--- config.mk ---
export PLATFORM = sky130hd
export DESIGN_NAME = fetch_issue_queue_flat
export DESIGN_NICKNAME = d
export VERILOG_FILES = /design/src/rtl/fetch_issue_queue_pkg.sv /design/src/rtl/fetch_issue_queue_if.sv /design/src/rtl/fetch_queue_ram.sv /design/src/rtl/fetch_issue_queue.sv /design/src/flat_wrapper.sv
export SDC_FILE = /design/constraint.sdc
export NUM_CORES = 1
export LEC_CHECK = 0
export ABC_AREA = 1
export CAP_MARGIN = 20
export CORE_MARGIN = 2
export CORE_UTILIZATION = 40
export DETAILED_ROUTE_END_ITERATION = 6
export PLACE_DENSITY_LB_ADDON = 0.1
export SKIP_CTS_REPAIR_TIMING = 1
export SLEW_MARGIN = 5
export SYNTH_ARGS = -nofsm -noshare
export SYNTH_HDL_FRONTEND = slang
export SYNTH_SLANG_ARGS = --single-unit
export TNS_END_PERCENT = 100
--- constraint.sdc ---
create_clock -name clk_i -period 5 [get_ports clk_i]
set_clock_uncertainty 0.15 [all_clocks]
set_input_delay 1 -clock clk_i [delete_from_list [all_inputs] [get_ports clk_i]]
set_output_delay 1 -clock clk_i [all_outputs]
set_load 0.005 [all_outputs]
--- src/rtl/fetch_issue_queue_pkg.sv ---
// Shared payload definition for the decode -> issue instruction queue.
// entry_t field order fixes the 74-bit layout used by decode, the queue and issue.
package fetch_issue_queue_pkg;

   localparam int ENTRY_W = 74;

   // MSB first: instr[73:42], pc[41:10], then single-bit flags down to invalid at bit 0
   typedef struct packed {
      logic [31:0] instr;
      logic [31:0] pc;
      logic        fault_fetch;
      logic        fault_page;
      logic        exec;
      logic        lsu;
      logic        branch;
      logic        mul;
      logic        div;
      logic        csr;
      logic        rd_valid;
      logic        invalid;
   } entry_t;

endpackage

--- src/rtl/fetch_issue_queue_if.sv ---
// Handshake bundle between decode (two fetch slots), the queue and issue (two issue slots).
// slave = queue side, master = decode/issue side.
interface fetch_issue_queue_if #(
   parameter int DEPTH_W = 2
);
   import fetch_issue_queue_pkg::*;

   logic             fetch0_valid_i;
   logic             fetch1_valid_i;
   logic             fetch0_accept_o;
   logic             fetch1_accept_o;
   entry_t           fetch0_entry_i;
   entry_t           fetch1_entry_i;
   logic             issue0_valid_o;
   logic             issue1_valid_o;
   logic             issue0_accept_i;
   logic             issue1_accept_i;
   entry_t           issue0_entry_o;
   entry_t           issue1_entry_o;
   logic [DEPTH_W:0] count_o;

   modport slave (
      input  fetch0_valid_i, fetch1_valid_i, fetch0_entry_i, fetch1_entry_i,
      input  issue0_accept_i, issue1_accept_i,
      output fetch0_accept_o, fetch1_accept_o,
      output issue0_valid_o, issue1_valid_o, issue0_entry_o, issue1_entry_o, count_o
   );

   modport master (
      output fetch0_valid_i, fetch1_valid_i, fetch0_entry_i, fetch1_entry_i,
      output issue0_accept_i, issue1_accept_i,
      input  fetch0_accept_o, fetch1_accept_o,
      input  issue0_valid_o, issue1_valid_o, issue0_entry_o, issue1_entry_o, count_o
   );

endinterface

--- src/rtl/fetch_queue_ram.sv ---
// DEPTH x ENTRY_W register file, two write ports, two asynchronous read ports.
// Write on clock edge, read combinational; no backpressure (caller never writes both ports to one address).
module fetch_queue_ram
   import fetch_issue_queue_pkg::*;
#(
   parameter int DEPTH   = 4,
   parameter int DEPTH_W = 2
) (
   input  logic               clk_i,
   input  logic               wr0_vld,
   input  logic [DEPTH_W-1:0] wr0_addr,
   input  logic [ENTRY_W-1:0] wr0_dat,
   input  logic               wr1_vld,
   input  logic [DEPTH_W-1:0] wr1_addr,
   input  logic [ENTRY_W-1:0] wr1_dat,
   input  logic [DEPTH_W-1:0] rd0_addr,
   output logic [ENTRY_W-1:0] rd0_dat,
   input  logic [DEPTH_W-1:0] rd1_addr,
   output logic [ENTRY_W-1:0] rd1_dat
);

   logic [ENTRY_W-1:0] mem [DEPTH];

   always_ff @(posedge clk_i) begin
      for (int i = 0; i < DEPTH; i++) begin
         if (wr0_vld && wr0_addr == DEPTH_W'(i)) begin
            mem[i] <= wr0_dat;
         end else if (wr1_vld && wr1_addr == DEPTH_W'(i)) begin
            mem[i] <= wr1_dat;
         end
      end
   end

   assign rd0_dat = mem[rd0_addr];
   assign rd1_dat = mem[rd1_addr];

endmodule

--- src/rtl/fetch_issue_queue.sv ---
// Dual-slot in-order instruction queue between decode and issue, flushed on branch redirect.
// Latency: a pushed entry reaches issue0 one cycle later at the earliest; no bypass.
// Backpressure: fetch accepts come from registered free space only; a full queue refuses pushes even while popping.
// Optional perf counters enabled by FETCH_ISSUE_QUEUE_PERF_EN.
module fetch_issue_queue
   import fetch_issue_queue_pkg::*;
#(
   parameter int DEPTH   = 4,
   parameter int DEPTH_W = 2
) (
   input  logic        clk_i,
   input  logic        rst_i,
   input  logic        flush_i,
`ifdef FETCH_ISSUE_QUEUE_PERF_EN
   output logic [31:0] perf_full_cycles_o,
   output logic [31:0] perf_flush_drops_o,
`endif
   fetch_issue_queue_if.slave q
);

   localparam logic [DEPTH_W:0] DEPTH_C = (DEPTH_W+1)'(DEPTH);

   logic [DEPTH_W-1:0] rd_ptr;
   logic [DEPTH_W-1:0] wr_ptr;
   logic [DEPTH_W:0]   count;
   logic [DEPTH_W:0]   free;
   logic               push0, push1, pop0, pop1;
   logic [1:0]         n_push, n_pop;
   logic [DEPTH_W+1:0] count_sum;
   logic [DEPTH_W-1:0] wr1_addr;

   assign free = DEPTH_C - count;

   assign q.fetch0_accept_o = !rst_i && (free >= (DEPTH_W+1)'(1));
   assign q.fetch1_accept_o = !rst_i && (free >= (DEPTH_W+1)'(2));
   assign q.issue0_valid_o  = (count >= (DEPTH_W+1)'(1));
   assign q.issue1_valid_o  = (count >= (DEPTH_W+1)'(2));
   assign q.count_o         = count;

   assign push0 = q.fetch0_valid_i && q.fetch0_accept_o;
   assign push1 = q.fetch1_valid_i && q.fetch1_accept_o;
   // issue1 may only consume alongside issue0 to keep retirement strictly in order
   assign pop0  = q.issue0_valid_o && q.issue0_accept_i;
   assign pop1  = q.issue1_valid_o && q.issue1_accept_i && pop0;

   assign n_push    = {1'b0, push0} + {1'b0, push1};
   assign n_pop     = {1'b0, pop0} + {1'b0, pop1};
   assign count_sum = {1'b0, count} + {{DEPTH_W{1'b0}}, n_push} - {{DEPTH_W{1'b0}}, n_pop};
   assign wr1_addr  = push0 ? wr_ptr + DEPTH_W'(1) : wr_ptr;

   fetch_queue_ram #(
      .DEPTH   (DEPTH),
      .DEPTH_W (DEPTH_W)
   ) u_ram (
      .clk_i    (clk_i),
      .wr0_vld  (push0 && !flush_i),
      .wr0_addr (wr_ptr),
      .wr0_dat  (q.fetch0_entry_i),
      .wr1_vld  (push1 && !flush_i),
      .wr1_addr (wr1_addr),
      .wr1_dat  (q.fetch1_entry_i),
      .rd0_addr (rd_ptr),
      .rd0_dat  (q.issue0_entry_o),
      .rd1_addr (rd_ptr + DEPTH_W'(1)),
      .rd1_dat  (q.issue1_entry_o)
   );

   always_ff @(posedge clk_i) begin
      if (rst_i || flush_i) begin
         count  <= '0;
         rd_ptr <= '0;
         wr_ptr <= '0;
      end else begin
         count  <= count_sum[DEPTH_W:0];
         rd_ptr <= rd_ptr + DEPTH_W'(n_pop);
         wr_ptr <= wr_ptr + DEPTH_W'(n_push);
      end
   end

   // an underflow wraps count_sum to a large value, so one bound covers both directions
   always_ff @(posedge clk_i) begin
      if (!rst_i && !flush_i) begin
         assert (count_sum <= {1'b0, DEPTH_C});
      end
   end

`ifdef FETCH_ISSUE_QUEUE_PERF_EN
   logic [32:0] drop_sum;

   assign drop_sum = {1'b0, perf_flush_drops_o} + 33'(count);

   always_ff @(posedge clk_i) begin
      if (rst_i) begin
         perf_full_cycles_o <= '0;
         perf_flush_drops_o <= '0;
      end else begin
         if (count == DEPTH_C && perf_full_cycles_o != '1) begin
            perf_full_cycles_o <= perf_full_cycles_o + 32'd1;
         end
         if (flush_i) begin
            perf_flush_drops_o <= drop_sum[32] ? '1 : drop_sum[31:0];
         end
      end
   end
`else
   // counters absent in this build; queue behaviour is unchanged
`endif

endmodule

--- src/flat_wrapper.sv ---
// flat-port wrapper written by rule: the top's interface ports become plain ports
module fetch_issue_queue_flat import fetch_issue_queue_pkg::*;
#(
   parameter int DEPTH   = 4,
   parameter int DEPTH_W = 2
)
  (clk_i, rst_i, flush_i, q_fetch0_valid_i, q_fetch1_valid_i, q_fetch0_entry_i, q_fetch1_entry_i, q_issue0_accept_i, q_issue1_accept_i, q_fetch0_accept_o, q_fetch1_accept_o, q_issue0_valid_o, q_issue1_valid_o, q_issue0_entry_o, q_issue1_entry_o, q_count_o);
  fetch_issue_queue_if #(.DEPTH_W(DEPTH_W)) q_i ();
  input  logic clk_i;
  input  logic rst_i;
  input  logic flush_i;
  input wire logic [$bits(q_i.fetch0_valid_i)-1:0] q_fetch0_valid_i;
  input wire logic [$bits(q_i.fetch1_valid_i)-1:0] q_fetch1_valid_i;
  input wire logic [$bits(q_i.fetch0_entry_i)-1:0] q_fetch0_entry_i;
  input wire logic [$bits(q_i.fetch1_entry_i)-1:0] q_fetch1_entry_i;
  input wire logic [$bits(q_i.issue0_accept_i)-1:0] q_issue0_accept_i;
  input wire logic [$bits(q_i.issue1_accept_i)-1:0] q_issue1_accept_i;
  output wire logic [$bits(q_i.fetch0_accept_o)-1:0] q_fetch0_accept_o;
  output wire logic [$bits(q_i.fetch1_accept_o)-1:0] q_fetch1_accept_o;
  output wire logic [$bits(q_i.issue0_valid_o)-1:0] q_issue0_valid_o;
  output wire logic [$bits(q_i.issue1_valid_o)-1:0] q_issue1_valid_o;
  output wire logic [$bits(q_i.issue0_entry_o)-1:0] q_issue0_entry_o;
  output wire logic [$bits(q_i.issue1_entry_o)-1:0] q_issue1_entry_o;
  output wire logic [$bits(q_i.count_o)-1:0] q_count_o;
  assign q_i.fetch0_valid_i = q_fetch0_valid_i;
  assign q_i.fetch1_valid_i = q_fetch1_valid_i;
  assign q_i.fetch0_entry_i = q_fetch0_entry_i;
  assign q_i.fetch1_entry_i = q_fetch1_entry_i;
  assign q_i.issue0_accept_i = q_issue0_accept_i;
  assign q_i.issue1_accept_i = q_issue1_accept_i;
  assign q_fetch0_accept_o = q_i.fetch0_accept_o;
  assign q_fetch1_accept_o = q_i.fetch1_accept_o;
  assign q_issue0_valid_o = q_i.issue0_valid_o;
  assign q_issue1_valid_o = q_i.issue1_valid_o;
  assign q_issue0_entry_o = q_i.issue0_entry_o;
  assign q_issue1_entry_o = q_i.issue1_entry_o;
  assign q_count_o = q_i.count_o;
  fetch_issue_queue #(.DEPTH(DEPTH), .DEPTH_W(DEPTH_W)) u_core (.clk_i(clk_i), .rst_i(rst_i), .flush_i(flush_i), .q(q_i));
endmodule
Word-level counts from Yosys, hierarchy flattened
Memories as Yosys holds them, arrays and structs flattened. A register that Yosys moved wholly into a read port is not among the register bits. Index checks and enable logic that the tools add are counted.

Input port bits: 155. Memories kept: 1. Register bits: 7. Logic and storage cells: 83. Memory bits (writable): 296. Output and inout bits: 155.

Memories: u_core.u_ram.mem (depth 4, width 74, rd ports 2, clocked after memory_dff 1, wr ports 2, line fetch_queue_ram.sv:22) `logic [ENTRY_W-1:0] mem [DEPTH];`.

Eq/ne operators: 6. Reduce and logical (&&, ||, !) cells: 24. Bitwise operators: 4. Muxes and demuxes: 32. Magnitude comparators: 4. $add $sub $neg: 9.

Operators with widths (number): two-way mux 74 bit (6); OR reduction 74 bit (2); two-way mux 1 bit (22); logical AND 1 bit (17); equality test 2 bit (second input constant) (4); two-way mux 2 bit (4); greater-or-equal comparator 3 x 1 -> 1 bit (second input constant) (2); greater-or-equal comparator 3 x 2 -> 1 bit (second input constant) (2); adder 1 x 1 -> 2 bit (2); adder 2 x 1 -> 2 bit (second input constant) (2); adder 2 bit (2); equality test 2 x 1 -> 1 bit (second input constant) (2); zero test 2 bit (2); OR 1 bit (4); adder 3 x 2 -> 3 bit (1); subtractor 3 x 2 -> 3 bit (1); subtractor 3 bit (first input constant) (1); zero test 1 bit (2); logical OR 1 bit (1).

Longest topological paths before layout
Gate-level depths: netlist (run 1).

Depth after elaboration: 13. Gate-level depth with buffers: 15. Gate-level depth less buffers: 15.

Hierarchy
A second synthesis (run 1) with hierarchy kept.

Cells, all modules: 2673. Area, all modules: 19137.1 um^2.

By module, submodules not included: fetch_queue_ram (instances 1, cells each 2586, sequential area each 8888.5 um^2, area each 18499.0 um^2); fetch_issue_queue (instances 1, cells each 87, sequential area each 140.1 um^2, area each 638.1 um^2).

Least setup slack after synthesis (run 1)
OpenSTA, ideal clock, no wires.

Path kind: in2reg. From: input rst_i. To: memory u_core.u_ram.mem[3][0] (enable). Path buffers: 2. Arrival time: 3.484 ns. Path slack: 0.932 ns. Library setup time: 0.434 ns. Stages on the path: 9. Required time: 4.416 ns. Cell sequence: inv_2 nand3_4 nand2_1 nand2_2 inv_2 buf_4 buf_2 nand2_1 nand2_1.

RTL lines: start, declared (line flat_wrapper.sv:10) `input logic rst_i;`; end, declared (line fetch_queue_ram.sv:22).

Worst setup path in the final report (run 1)
From: register u_core.rd_ptr[0]. To: output q_issue1_entry_o[49].

Longest elaborated chain between the ends: 2.

Ends and longest elaborated chain: start, declared (line fetch_issue_queue.sv:23) `logic [DEPTH_W-1:0] rd_ptr;`; start signal, assigned (line fetch_issue_queue.sv:75) `rd_ptr <= rd_ptr + DEPTH_W'(n_pop);`; adder 2 x 1 -> 2 bit (line fetch_issue_queue.sv:64) `.rd1_addr (rd_ptr + DEPTH_W'(1)),`; memory read (4 x 74 bit); end, declared (line flat_wrapper.sv:23) `output wire logic [$bits(q_i.issue1_entry_o)-1:0] q_issue1_entry_o;`.

Every way passes these cells.

==> metrics.md, run 1 <==
| Metric | Value |
|---|---|
| TritonCTS sink count | 303 |
| Count of final hold-check violations | 0 |
| Yosys warnings | 0 |
| Share of post-route cells with drive strength above 1 | 5.36% |
| Max-Cap Viols | 0 |
| CTS H-tree lvls | 2 |
| Reg clk slew, reported paths | 0.06 ns |
| Final GP Congestion | 0.812 |
| CTS Buf Count | 37 |
| WS Path Type | reg2out |
| Flops & latches, synth | 303 |
| DR iter-0 viols | 1,960 |
| Top Metal Used | met5 |
| Worst hold slack | 0.600 ns |
| Syn Inst Count | 2,323 |
| Syn Nets | 2,493 |
| Initial Util | 40.6% |
| Worst rel slew slack | 19.7% |
| Pins over their slew limit | 0 |
| Antenna violations before repair | 9 |
| WL met3 | 6960 um |
| Gr ovfl total | 0 |
| Most frequent cells in the layout | nand2_1, clkdlybuf4s50_1, nand4_1, edfxtp_1, nor2_1 |
| Endpoint type of the worst setup path | output pin |
| Longest Clk Path Bufs | 3 |
| Core ar. | 45,500 um2 |
| Status | finished clean |
| Worst VDD drop | 311 uV |
| Nets | 2,678 |
| Non-filler cells, final | 3,144 |
| DR DRC count | 0 |
| Hold crit path type | reg2reg |
| Worst slew pin tran | 1.20 ns |
| Mapped Avg Cell Area | 7.94 um2 |
| Die width | 219 um |
| Crit start category | flop |
| CP required | 3.85 ns |
| Met2 wire length | 34,200 um |
| Top Family by Delay on Critical Path | buffers and inverters |
| CP Max Fanout | 97 |
| Io pins | 310 |
| Die height | 219 um |
| Tmin final | 4.60 ns |
| 1st-pass router iterations | 6 |
| Sequential area share after synthesis | 48.9% |
| Critical Path, Cell by Cell | buf_4 -> a21oi_1 -> o21ai_0 -> clkdlybuf4s50_1 |
| Largest area contributor in the netlist | edfxtp_1 |
| Antenna viol nets, final | 0 |
| WL per Instance | 22.9 um |
| Mapped cell area | 18,500 um2 |
| Area share of the leading cell type in the synthesized netlist | 48.2% |
| Port Buffers | 309 |
| Power Density | 429 nW/um2 |
| Setup_tns | 0 ns |
| Fmax | 217 MHz |
| Dpl hpwl | 41,400 um |
| Total track usage | 29.5% |
| Total number of vias | 18,700 |
| Count of cell types in the netlist | 27 |
| Worst skew pair latency | 0.55 ns |
| Worst path max stage delay | 0.84 ns |
| Final Setup Violations | 0 |
| Root buffer cell | clkbuf_16 |
| Pin count of the biggest net entering global routing | 98 |
| RSZ-0062 raised after global routing | false |
| Routed vias/inst | 5.95 |
| Vias in the first global route | 18,200 |
| First-pass GRT wire length | 107,000 um |
| Area Growth Syn to Fin | 26.3% |
| FP Rows | 78 |
| Die Area | 47,900 um2 |
| Most common cell after layout, fill and taps aside | nand2_1 |
| CTS tree | yes |
| Static Leakage | 0.00953 uW |
| WP buf/inv | 2 |
| Final period utilization | 92.1% |
| Dominant cells by area after synthesis | edfxtp_1, nand2_1, nand4_1, o21ai_0, nor2_1 |
| CP Data Arrival Time | 3.45 ns |
| Slowest CP cell | buf_4 |
| Routed WL | 72,100 um |
| M1 wire length | 28,300 um |
| Placed Cells | 3,069 |
## cells by family (layout without fill, tap and decap cells)
| kind of cell | after synthesis | count (layout) | share of synthesized area [%] |
|---|---|---|---|
| AND/OR/NAND/NOR | 1240 | 1240 | 29.7 |
| AO/OA/AOI/OAI | 448 | 448 | 12.6 |
| buffers and inverters | 312 | 526 | 7.39 |
| flip-flops | 303 | 303 | 48.9 |
| adder cells (fa/ha/maj) | 15 | 15 | 1.10 |
| XOR/XNOR | 5 | 5 | 0.237 |
| other | 0 | 7 | 0 |
## power by group
| part | total [uW] | leakage [uW] | internal [uW] | switching (uW) |
|---|---|---|---|---|
| clock network | 2840 | 0.000618 | 1720 | 1120 |
| logic | 3850 | 0.00617 | 1490 | 2350 |
| registers | 3320 | 0.00275 | 3140 | 171 |
| total | 10000 | 0.00953 | 6360 | 3640 |
## Yosys cell counts (all sizes together)
| cell type | instances |
|---|---|
| a21oi | 152 |
| nand4 | 301 |
| o21ai | 223 |
| xnor2 | 2 |
| nor2 | 237 |
| edfxtp | 296 |
| dfxtp | 7 |
| fa | 2 |
| nand2 | 695 |
| buf | 104 |
| o22ai | 73 |
| nand3 | 5 |
| xor2 | 3 |
| nor3b | 1 |
| and3 | 1 |
| clkbuf | 112 |
| inv | 96 |
| ha | 13 |
## sequential cells by signal (all words and copies together) (netlist names)
signal and flops:
u_core.q.count_o 3, u_core.rd_ptr 2, u_core.u_ram.mem 296, u_core.wr_ptr 2
## tightest hold or removal path: cells and delay by family (launching register included)
kind	cells	cell delay (ns)
DFF	1	0.43
adders and majority gates	1	0.17
buffers and inverters	1	0.04
and+or+nand+nor	1	0.08
## per-layer routing
metal / up-vias / GRT usage (%)
li1: 8547 / -
met1: 8876 / 38.2
met2: 1074 / 48.3
met3: 199 / 4.92
met4: 4 / 14.2
met5: - / 0
## worst paths after layout
check	slack [ns]	depth (start not counted)	from	endpoint
worst min register to register	0.60	3	u_core.wr_ptr[0]$_SDFF_PP0_	u_core.wr_ptr[0]$_SDFF_PP0_
worst min-delay path	0.60	3	u_core.wr_ptr[0]$_SDFF_PP0_	u_core.wr_ptr[0]$_SDFF_PP0_
worst max-delay path	0.40	4	u_core.rd_ptr[0]$_SDFF_PP0_	q_issue1_entry_o[49]
worst max register to register	1.59	11	u_core.q.count_o[0]$_SDFF_PP0_	u_core.u_ram.mem[1][56]$_DFFE_PP_
## cell type report
class / instances / area, um2
Timing Repair Buffer: 362 / 3680
Fill cell: 4156 / 22200
Tap cell: 600 / 751
Clock inverter: 22 / 234
Sequential cell: 303 / 9040
Multi-Input combinational cell: 1708 / 8190
Antenna cell: 7 / 17.5
Inverter: 96 / 370
Clock buffer: 46 / 1030
## stage by stage
stage / worst slack [ns] / utilization (%) / power, uW / instance area (um2)
after floorplan: 0.932 / - / 5180 / 18500
after global placement: 1.05 / 48.4 / 7100 / 22000
after detailed placement: 1.02 / 48.4 / 7170 / 22000
after CTS: 0.433 / 51.2 / 10000 / 23300
after global routing: 0.255 / 51.2 / 10400 / 23300
final: 0.397 / 51.3 / 10000 / 23300
No activity file was read; power rests on OpenSTA's default activity.
==> inputs of run 2 (changes only) <==
--- a/config.mk
+++ b/config.mk
@@ -9,8 +9,10 @@
 export CAP_MARGIN = 20
 export CORE_MARGIN = 2
 export CORE_UTILIZATION = 40
+export CTS_CLUSTER_DIAMETER = 30
 export DETAILED_ROUTE_END_ITERATION = 6
 export PLACE_DENSITY_LB_ADDON = 0.1
+export SETUP_SLACK_MARGIN = 0.02
 export SKIP_CTS_REPAIR_TIMING = 1
 export SLEW_MARGIN = 5
 export SYNTH_ARGS = -nofsm -noshare
==> run 2 against run 1 <==
Clock-buffer cell count rose by 55; routed wire length rose by 0.71%; global-route usage rose by 0.28 points; core utilization rose by 3.4 points.
==> metrics.md, run 2 (same netlist as run 1, synthesis figures left out) <==
| Metric | Value |
|---|---|
| RSZ-0062 raised after global routing | false |
| CTS H-tree lvls | 3 |
| Worst slew pin tran | 1.14 ns |
| Switch Pwr | 4070 uW |
| Post-DP Area | 22,000 um2 |
| Max reg flops | 296 |
| Reg clk slew, reported paths | 0.04 ns |
| 1st-pass router iterations | 6 |
| Share of post-route cells with drive strength above 1 | 7.72% |
| Core ar. | 45,500 um2 |
| Most common cell after layout, fill and taps aside | nand2_1 |
| Setup_tns | 0 ns |
| Grt peak-use layer | met2 |
| CP Max Fanout | 97 |
| Flop-to-flop setup slack | 1.57 ns |
| Status | finished clean |
| Hold crit path type | reg2reg |
| Met1 usage | 38.0% |
| Worst VDD drop | 332 uV |
| Most frequent cells in the layout | nand2_1, clkdlybuf4s50_1, nand4_1, edfxtp_1, nor2_1 |
| Static Leakage | 0.0103 uW |
| Total track usage | 29.8% |
| Area Growth Syn to Fin | 34.7% |
| Worst rel slew slack | 24.2% |
| Die height | 219 um |
| TritonCTS sink count | 303 |
| Final Setup Violations | 0 |
| Max-Cap Viols | 0 |
| Multi-input logic area | 8190 um2 |
| Nets | 2,721 |
| WL per Instance | 22.5 um |
| Routed WL | 72,600 um |
| WS Path Type | reg2out |
| CP Data Arrival Time | 3.43 ns |
| Worst skew pair latency | 0.58 ns |
| First-pass GRT wire length | 108,000 um |
| Pins over their slew limit | 0 |
| Grt met3 use | 5.57% |
| Largest Register | u_core.u_ram.mem |
| Pin count of the biggest net entering global routing | 98 |
| Layout fillers | 3,998 |
| Tmin final | 4.58 ns |
| Dpl hpwl | 41,400 um |
| Longest Clk Path Bufs | 3 |
| Total power | 12,500 uW |
| Power Density | 503 nW/um2 |
| Fmax | 218 MHz |
| DR DRC count | 0 |
| CTS Buf Count | 80 |
| Count of final hold-check violations | 0 |
| Hold path depth | 3 |
| CP required | 3.85 ns |
| CTS tree | yes |
| R2r worst-path depth | 13 |
| Port Buffers | 309 |
| Die width | 219 um |
| Antenna violations before repair | 8 |
| Net Sw Frac | 32.6% |
| Final Cell Area | 24,900 um2 |
| Crit start category | flop |
| Root buffer cell | clkbuf_16 |
| Initial Util | 40.6% |
| Final period utilization | 91.7% |
| Final core utilization | 54.6% |
| Routed vias/inst | 5.88 |
| Gr ovfl total | 0 |
| DR iter-0 viols | 2,000 |
| Setup WS post-layout | 0.416 ns |
| Internal | 8420 uW |
| Seq pwr share | 26.6% |
| Combinational Power Share | 30.8% |
| Antenna viol nets, final | 0 |
| Met2 Use GR | 49.0% |
| Total number of vias | 18,900 |
| Storage element area | 9040 um2 |
| Endpoint type of the worst setup path | output pin |
| Io pins | 310 |
| Clock network power share | 42.6% |
| Die Area | 47,900 um2 |
| FP Rows | 78 |
| Vias in the first global route | 18,700 |
| Pre-CTS setup slack | 1.02 ns |
| Final GP Congestion | 0.812 |
==> run 2: per-layer routing <==
metal | vias to the layer above | part of all wire [%]
met5 | - | 0.037
met4 | 4 | 3.5
met3 | 196 | 9.6
met2 | 1085 | 48
met1 | 8985 | 39
li1 | 8675 | -
==> run 2: through the flow <==
| stage | std cells | hold WS, ns |
|---|---|---|
| after CTS | 3217 | 0.597 |
| after floorplan | 2323 | 0.489 |
| after global routing | 3221 | 0.656 |
| after detailed placement | 3069 | 0.581 |
| final | 3224 | 0.590 |
| after global placement | 3068 | 0.543 |
==> run 2: critical path, stage by stage, from the launching register on <==
cell and delay (ns):
dfxtp_4 0.79, buf_4 0.84, a21oi_1 0.13, o21ai_0 0.42
clkdlybuf4s50_1 0.59
==> run 2: power groups by stage <==
stage	logic, uW	clock network (uW)	registers (uW)
after global routing	4130	5500	3350
after CTS	3830	5360	3320
after detailed placement	3810	0	3360
after floorplan	1880	0	3300
after global placement	3750	0	3350
final	3840	5330	3330
==> run 2: path summary, 6_finish.rpt <==
path	from	end
min reg2reg	u_core.wr_ptr[1]$_SDFF_PP0_	u_core.wr_ptr[1]$_SDFF_PP0_
max reg2reg	u_core.q.count_o[0]$_SDFF_PP0_	u_core.u_ram.mem[2][69]$_DFFE_PP_
max	u_core.rd_ptr[0]$_SDFF_PP0_	q_issue1_entry_o[59]
min	u_core.wr_ptr[1]$_SDFF_PP0_	u_core.wr_ptr[1]$_SDFF_PP0_
==> run 2: final cells by class <==
cell class              count  share of cell area [%]
clock inverters            47                    2.68
well taps                 600                    3.02
repair buffers            362                    14.8
multi-input cells        1708                    33.0
inverters                  96                    1.49
diodes                      7                  0.0705
clock buffers             101                    8.62
flip-flops and latches    303                    36.4
